`config.mk`:
```
export PLATFORM = sky130hd
export DESIGN_NAME = div_unit
export DESIGN_NICKNAME = d
export VERILOG_FILES = /design/src/rtl/div_unit_pkg.sv /design/src/rtl/div_step.sv /design/src/rtl/div_unit.sv
export SDC_FILE = /design/constraint.sdc
export NUM_CORES = 1
export LEC_CHECK = 0
export ABC_CLOCK_PERIOD_IN_PS = 18100
export CORE_UTILIZATION = 50
export CTS_CLUSTER_DIAMETER = 120
export DETAILED_ROUTE_END_ITERATION = 8
export DONT_BUFFER_PORTS = 1
export HOLD_SLACK_MARGIN = 0.1
export MAX_ROUTING_LAYER = met4
export PLACE_DENSITY_LB_ADDON = 0.25
export SYNTH_ARGS = -nofsm -noshare
export SYNTH_HDL_FRONTEND = slang
export SYNTH_SLANG_ARGS = --single-unit
```
`constraint.sdc`:
```
create_clock -name clk -period 18.1 [get_ports clk]
set_input_delay 3.62 -clock clk [delete_from_list [all_inputs] [get_ports clk]]
set_output_delay 3.62 -clock clk [all_outputs]
set_load 0.02 [all_outputs]
```
`src/rtl/div_unit_pkg.sv`:
```
// Shared definitions for the execute-stage divider: FSM state type and iteration count.
package div_unit_pkg;

  localparam int unsigned DIV_WIDTH  = 32;
  localparam int unsigned DIV_CYCLES = DIV_WIDTH;

  typedef enum logic [1:0] {
    IDLE,
    CALC,
    DONE
  } div_state_t;

endpackage

```
`src/rtl/div_step.sv`:
```
// One combinational restoring-division iteration on unsigned magnitudes.
module div_step #(
  parameter int unsigned WIDTH = 32
) (
  input  logic [WIDTH:0]   rem,
  input  logic [WIDTH-1:0] quo,
  input  logic [WIDTH-1:0] divisor,
  output logic [WIDTH:0]   rem_next,
  output logic [WIDTH-1:0] quo_next
);

  logic [WIDTH+1:0] shifted;
  logic [WIDTH+1:0] diff;
  logic             neg;

  always_comb begin
    shifted  = {rem, quo[WIDTH-1]};
    // One extra bit above the partial remainder exposes the borrow of the trial subtract.
    diff     = shifted - {2'b00, divisor};
    neg      = diff[WIDTH+1];
    rem_next = neg ? shifted[WIDTH:0] : diff[WIDTH:0];
    quo_next = {quo[WIDTH-2:0], ~neg};
  end

endmodule

```
`src/rtl/div_unit.sv`:
```
// Multi-cycle radix-2 restoring divider for DIV/DIVU; stalls the pipeline while iterating
// and holds sign-corrected HI/LO results in DONE until the execute stage moves on.
module div_unit
  import div_unit_pkg::*;
#(
  parameter int unsigned WIDTH = DIV_CYCLES
) (
  input  logic             clk,
  input  logic             rst,
  input  logic             div_en,
  input  logic             div_signed,
  input  logic [WIDTH-1:0] src_a,
  input  logic [WIDTH-1:0] src_b,
  input  logic             flush,
  input  logic             stall_ext,
  output logic             div_stall,
  output logic             div_done,
  output logic [WIDTH-1:0] quotient,
  output logic [WIDTH-1:0] remainder
);

  localparam int unsigned CntW = $clog2(WIDTH);

  div_state_t       state;
  logic [WIDTH:0]   rem_q;
  logic [WIDTH-1:0] quo_q;
  logic [WIDTH-1:0] divisor_q;
  logic             q_neg_q;
  logic             r_neg_q;
  logic [CntW-1:0]  cnt_q;

  logic [WIDTH:0]   rem_next;
  logic [WIDTH-1:0] quo_next;
  logic             a_neg;
  logic             b_neg;
  logic [WIDTH-1:0] a_mag;
  logic [WIDTH-1:0] b_mag;
  logic [WIDTH-1:0] q_fix;
  logic [WIDTH-1:0] r_fix;

  div_step #(
    .WIDTH(WIDTH)
  ) u_div_step (
    .rem     (rem_q),
    .quo     (quo_q),
    .divisor (divisor_q),
    .rem_next(rem_next),
    .quo_next(quo_next)
  );

  always_comb begin
    a_neg = div_signed & src_a[WIDTH-1];
    b_neg = div_signed & src_b[WIDTH-1];
    a_mag = a_neg ? -src_a : src_a;
    b_mag = b_neg ? -src_b : src_b;
    // Remainder follows the dividend sign; -2^31 / -1 falls out of plain truncation.
    q_fix = q_neg_q ? -quo_next : quo_next;
    r_fix = r_neg_q ? -rem_next[WIDTH-1:0] : rem_next[WIDTH-1:0];
  end

  assign div_stall = ~flush & (((state == IDLE) & div_en) | (state == CALC));

  always_ff @(posedge clk or posedge rst) begin
    if (rst) begin
      state     <= IDLE;
      rem_q     <= '0;
      quo_q     <= '0;
      divisor_q <= '0;
      q_neg_q   <= 1'b0;
      r_neg_q   <= 1'b0;
      cnt_q     <= '0;
      div_done  <= 1'b0;
      quotient  <= '0;
      remainder <= '0;
    end else if (flush) begin
      state    <= IDLE;
      div_done <= 1'b0;
    end else begin
      case (state)
        IDLE: begin
          if (div_en) begin
            q_neg_q   <= a_neg ^ b_neg;
            r_neg_q   <= a_neg;
            divisor_q <= b_mag;
            quo_q     <= a_mag;
            rem_q     <= '0;
            cnt_q     <= '0;
            if (src_b == '0) begin
              state     <= DONE;
              quotient  <= '1;
              remainder <= src_a;
              div_done  <= 1'b1;
            end else begin
              state <= CALC;
            end
          end
        end
        CALC: begin
          rem_q <= rem_next;
          quo_q <= quo_next;
          cnt_q <= cnt_q + 1'b1;
          if (cnt_q == CntW'(WIDTH - 1)) begin
            state     <= DONE;
            quotient  <= q_fix;
            remainder <= r_fix;
            div_done  <= 1'b1;
          end
        end
        DONE: begin
          // Instruction still sits in E while stalled elsewhere; a held div_en must not restart.
          if (!stall_ext) begin
            state    <= IDLE;
            div_done <= 1'b0;
          end
        end
        default: state <= IDLE;
      endcase
    end
  end

endmodule

```
==> parameters.txt <==
Parameter                              Value

Synthesis
  Top cells by area in the synthesized netlist    sky130_fd_sc_hd__dfrtp_1 35%, sky130_fd_sc_hd__o21ai_0 8.1%, sky130_fd_sc_hd__nand2_1 6.3%, sky130_fd_sc_hd__xor2_1 5.3%, sky130_fd_sc_hd__a21oi_1 5.3%
  Cell type contributing the most total cell area after synthesis    sky130_fd_sc_hd__dfrtp_1
  Count of synthesis-stage warnings from yosys    0
  Asr flop ratio synth    100%
  Syn_nets    1636
  Syn Inst Count    1524
  Flop and latch count out of synthesis    171
  Number of enable flip-flop cells after synthesis    0
  Mean instance size in the synthesized netlist    8.11 sq um
  Dominant cell by count in the synthesized netlist    sky130_fd_sc_hd__nand2_1
  Share of the synthesized area in the top cell type    34.6%
  Syn Std Cell Area    0.0124 sq mm
  Predominant post-synthesis flop cell    sky130_fd_sc_hd__dfrtp_1
  Portion of the post-synthesis area used by sequential elements    34.6%
  Distinct cells, synth    81
  Most instantiated cells after synthesis    206 x sky130_fd_sc_hd__nand2_1, 200 x sky130_fd_sc_hd__o21ai_0, 171 x sky130_fd_sc_hd__dfrtp_1, 130 x sky130_fd_sc_hd__a21oi_1, 123 x sky130_fd_sc_hd__nor2_1

Setup path
  Crit-path cells    nand3b_1 -> buf_4 -> o21ai_0
  Signal arrival time at the worst endpoint    4.66 ns
  Startpoint type of the worst setup path    primary input
  Launch point of the worst path    flush
  Biggest cell delay along the critical path    0.51 ns
  Worst setup path class    in -> out
  Crit path max fanout    70
  Required time worst endpoint    14.48 ns
  Reg2Reg Launch Point    rem_q[5]
  CP endpoint kind    output pin
  Slowest stage cell, crit path    sky130_fd_sc_hd__buf_4

GRT
  Global-route wire length before repair    53.4 mm
  Number of global-route vias before repair    10.0k
  Maximum number of pins on one net before global-route repair    98
  Number of antenna violations at the first check in global routing    0
  GRT Overall Usage    26.8%
  Total grt overflow    0

Timing
  Final count of hold timing violations    0
  Fin Clk Skew    0.0114 ns
  Time the worst path needs with I/O delays and setup    8.28 ns
  Final period util    45.8%
  Minimum hold slack    0.479 ns
  Setup tns final    0 ns
  Least-Margin Pin Slew    1.29 ns
  Worst-case headroom to the max-slew limit    14.1%
  Number of max-slew violations in the final report    0
  RSZ-0062 raised after global routing    no
  F_max    0.121 GHz
  Final setup violation count    0

Final layout
  Number of inserted diodes    0
  Non-Filler Cell Area, Final    0.0131 sq mm
  Area used by multi-input combinational logic    0.00759 sq mm
  Reg area    0.00428 sq mm
  Nets    1585
  Layout overhead on the synthesized area    6.33%
  Fillers    2262
  Fraction of layout instances using a drive strength above 1    5.18%

Clock network
  Clock buffer depth    2
  Reg clk slew, reported paths    0.07 ns
  Total number of H-tree levels    4
  Number of resized instances in the post-cts repair step    0
  CTS Sinks    171
  Worst skew pair latency    0.44 ns
  TritonCTS buffer count    17
  CTS Root Cell    sky130_fd_sc_hd__clkbuf_16
  Number of hold buffers added after CTS    0
  Post-CTS setup-driven buffer insertion count    0
  Clock tree from TritonCTS    built

Drt
  Count of TritonRoute iterations in the first routing pass    5
  Wire length per cell after detailed routing    18.1 um
  Final routed wirelength across all metal layers    32.7 mm
  Routed Antenna Nets    0
  Average via count per standard cell    6.01
  Remaining design rule violation count    0
  DRT iter0 DRCs    859
  Overall via count from detail_route    10.9k

Floorplan
  Initial standard-cell utilization of the core    51.0%
  Chip width    159 um
  Io pins    136
  Height of the chip    159 um
  Die footprint    0.0253 sq mm
  Number of rows in the core area    57
  Floorplan core area    0.0242 sq mm

Placement
  IO Port Bufs    0
  Detailed Place HPWL    24.1 mm
  Placed standard-cell area    0.0126 sq mm
  Final GP Congestion    0.887

Hold path
  Worst min-delay path category    reg -> reg
  Origin of the worst min-delay path    divisor_q[1]

Power and ir drop
  Power density over cell area    225 mW/mm^2
  Static leakage    5.34 nW
  Total power consumption of the routed design    2.95 mW
  Worst IR drop on VDD    0.129 mV

Flow run
  Max-Cap Viols    0

Outcome
  Run status    finished, final reports clean
==> critical path, delay by kind of cell <==
family / cells / cell delay, ns
buffers and inverters: 1 / 0.51
AO/OA/AOI/OAI: 1 / 0.45
AND/OR/NAND/NOR: 1 / 0.09
==> registers in the layout, summed over array words and instances (netlist names), 2 cells and up <==
signal	count
state	2
cnt_q	5
quotient	32
remainder	32
rem_q	33
divisor_q	32
quo_q	32
==> power breakdown <==
part,switching [mW],internal [mW]
Sequential,0.256,0.541
Combinational,1.11,0.684
Clock,0.179,0.184
Total,1.54,1.41
==> stage by stage <==
| stage | util (%) | instances | worst slack, ns |
|---|---|---|---|
| floorplan | - | 1524 | 9.85 |
| global placement | 51.8 | 1778 | 9.82 |
| detailed placement | 51.8 | 1778 | 9.78 |
| CTS | 54.2 | 1810 | 9.79 |
| global route | 54.2 | 1810 | 9.69 |
| finish | 54.2 | 1810 | 9.82 |
==> logic make-up (layout without fill, tap and decap cells) <==
logic type               count (synthesis)  after routing  synth area share, %
XOR/XNOR                               127            127                 9.00
AND/OR/NAND/NOR                        507            507                 19.3
adder cells (fa/ha/maj)                 42             42                 4.31
flip-flops                             171            171                 34.6
buffers and inverters                  135             97                 4.16
multiplexers                            55             55                 4.59
AO/OA/AOI/OAI                          487            487                 24.1
==> layout make-up <==
class / count / area share [%]
Sequential cell: 171 / 32.6
Clock buffer: 18 / 3.27
Clock inverter: 14 / 1.15
Inverter: 56 / 1.64
Multi-Input combinational cell: 1218 / 57.8
Timing Repair Buffer: 9 / 0.514
Tap cell: 324 / 3.09
==> final timing paths <==
kind	end	slack [ns]	depth (start not counted)
min	divisor_q[1]	0.48	2
max in group asynchronous	divisor_q[22]	13.75	2
min reg2reg	divisor_q[1]	0.48	2
min in group asynchronous	quo_q[6]	3.15	1
max	div_stall	9.82	3
max reg2reg	remainder[30]	11.56	18
==> metal layers <==
| layer | up-vias | GRT usage (%) | wire length, um |
|---|---|---|---|
| li1 | 5371 | - | - |
| met2 | 363 | 40.6 | 14600 |
| met3 | 29 | 5.05 | 2360 |
| met1 | 5108 | 37.2 | 15300 |
| met5 | - | - | 0 |
| met4 | 0 | 6.29 | 383 |
==> cells in the final DEF, fill, tap and decap left out, types with 5 or more instances in the layout <==
| master | netlist | routed |
|---|---|---|
| sky130_fd_sc_hd__xnor2_1 | 52 | 52 |
| sky130_fd_sc_hd__a211oi_1 | 9 | 8 |
| sky130_fd_sc_hd__o31a_1 | 5 | 5 |
| sky130_fd_sc_hd__o41ai_1 | 15 | 15 |
| sky130_fd_sc_hd__nand2_1 | 206 | 206 |
| sky130_fd_sc_hd__nand2b_1 | 11 | 11 |
| sky130_fd_sc_hd__inv_1 | 54 | 53 |
| sky130_fd_sc_hd__o21ai_0 | 200 | 200 |
| sky130_fd_sc_hd__or3_1 | 28 | 28 |
| sky130_fd_sc_hd__a22o_1 | 5 | 5 |
| sky130_fd_sc_hd__and3_1 | 10 | 10 |
| sky130_fd_sc_hd__mux2i_1 | 42 | 42 |
| sky130_fd_sc_hd__mux2_2 | 13 | 13 |
| sky130_fd_sc_hd__o211ai_1 | 9 | 9 |
| sky130_fd_sc_hd__dfrtp_1 | 171 | 171 |
| sky130_fd_sc_hd__ha_1 | 41 | 40 |
| sky130_fd_sc_hd__or4_1 | 17 | 17 |
| sky130_fd_sc_hd__a21oi_1 | 130 | 130 |
| sky130_fd_sc_hd__a21o_1 | 9 | 9 |
| sky130_fd_sc_hd__a31oi_1 | 8 | 8 |
| sky130_fd_sc_hd__clkbuf_16 | 0 | 17 |
| sky130_fd_sc_hd__xor2_1 | 75 | 75 |
| sky130_fd_sc_hd__and2_1 | 7 | 7 |
| sky130_fd_sc_hd__inv_6 | 0 | 5 |
| sky130_fd_sc_hd__nor2_1 | 123 | 122 |
| sky130_fd_sc_hd__nor4_1 | 17 | 17 |
| sky130_fd_sc_hd__o31ai_1 | 28 | 28 |
| sky130_fd_sc_hd__buf_4 | 0 | 9 |
| sky130_fd_sc_hd__nor3_1 | 23 | 23 |
| sky130_fd_sc_hd__nor2b_1 | 10 | 10 |
| sky130_fd_sc_hd__o22a_1 | 7 | 7 |
| sky130_fd_sc_hd__nand4_1 | 10 | 10 |
| sky130_fd_sc_hd__o21ai_1 | 6 | 6 |
| sky130_fd_sc_hd__o21a_1 | 5 | 5 |
| sky130_fd_sc_hd__nand3_1 | 15 | 15 |
(Power assumes the default switching activity.)
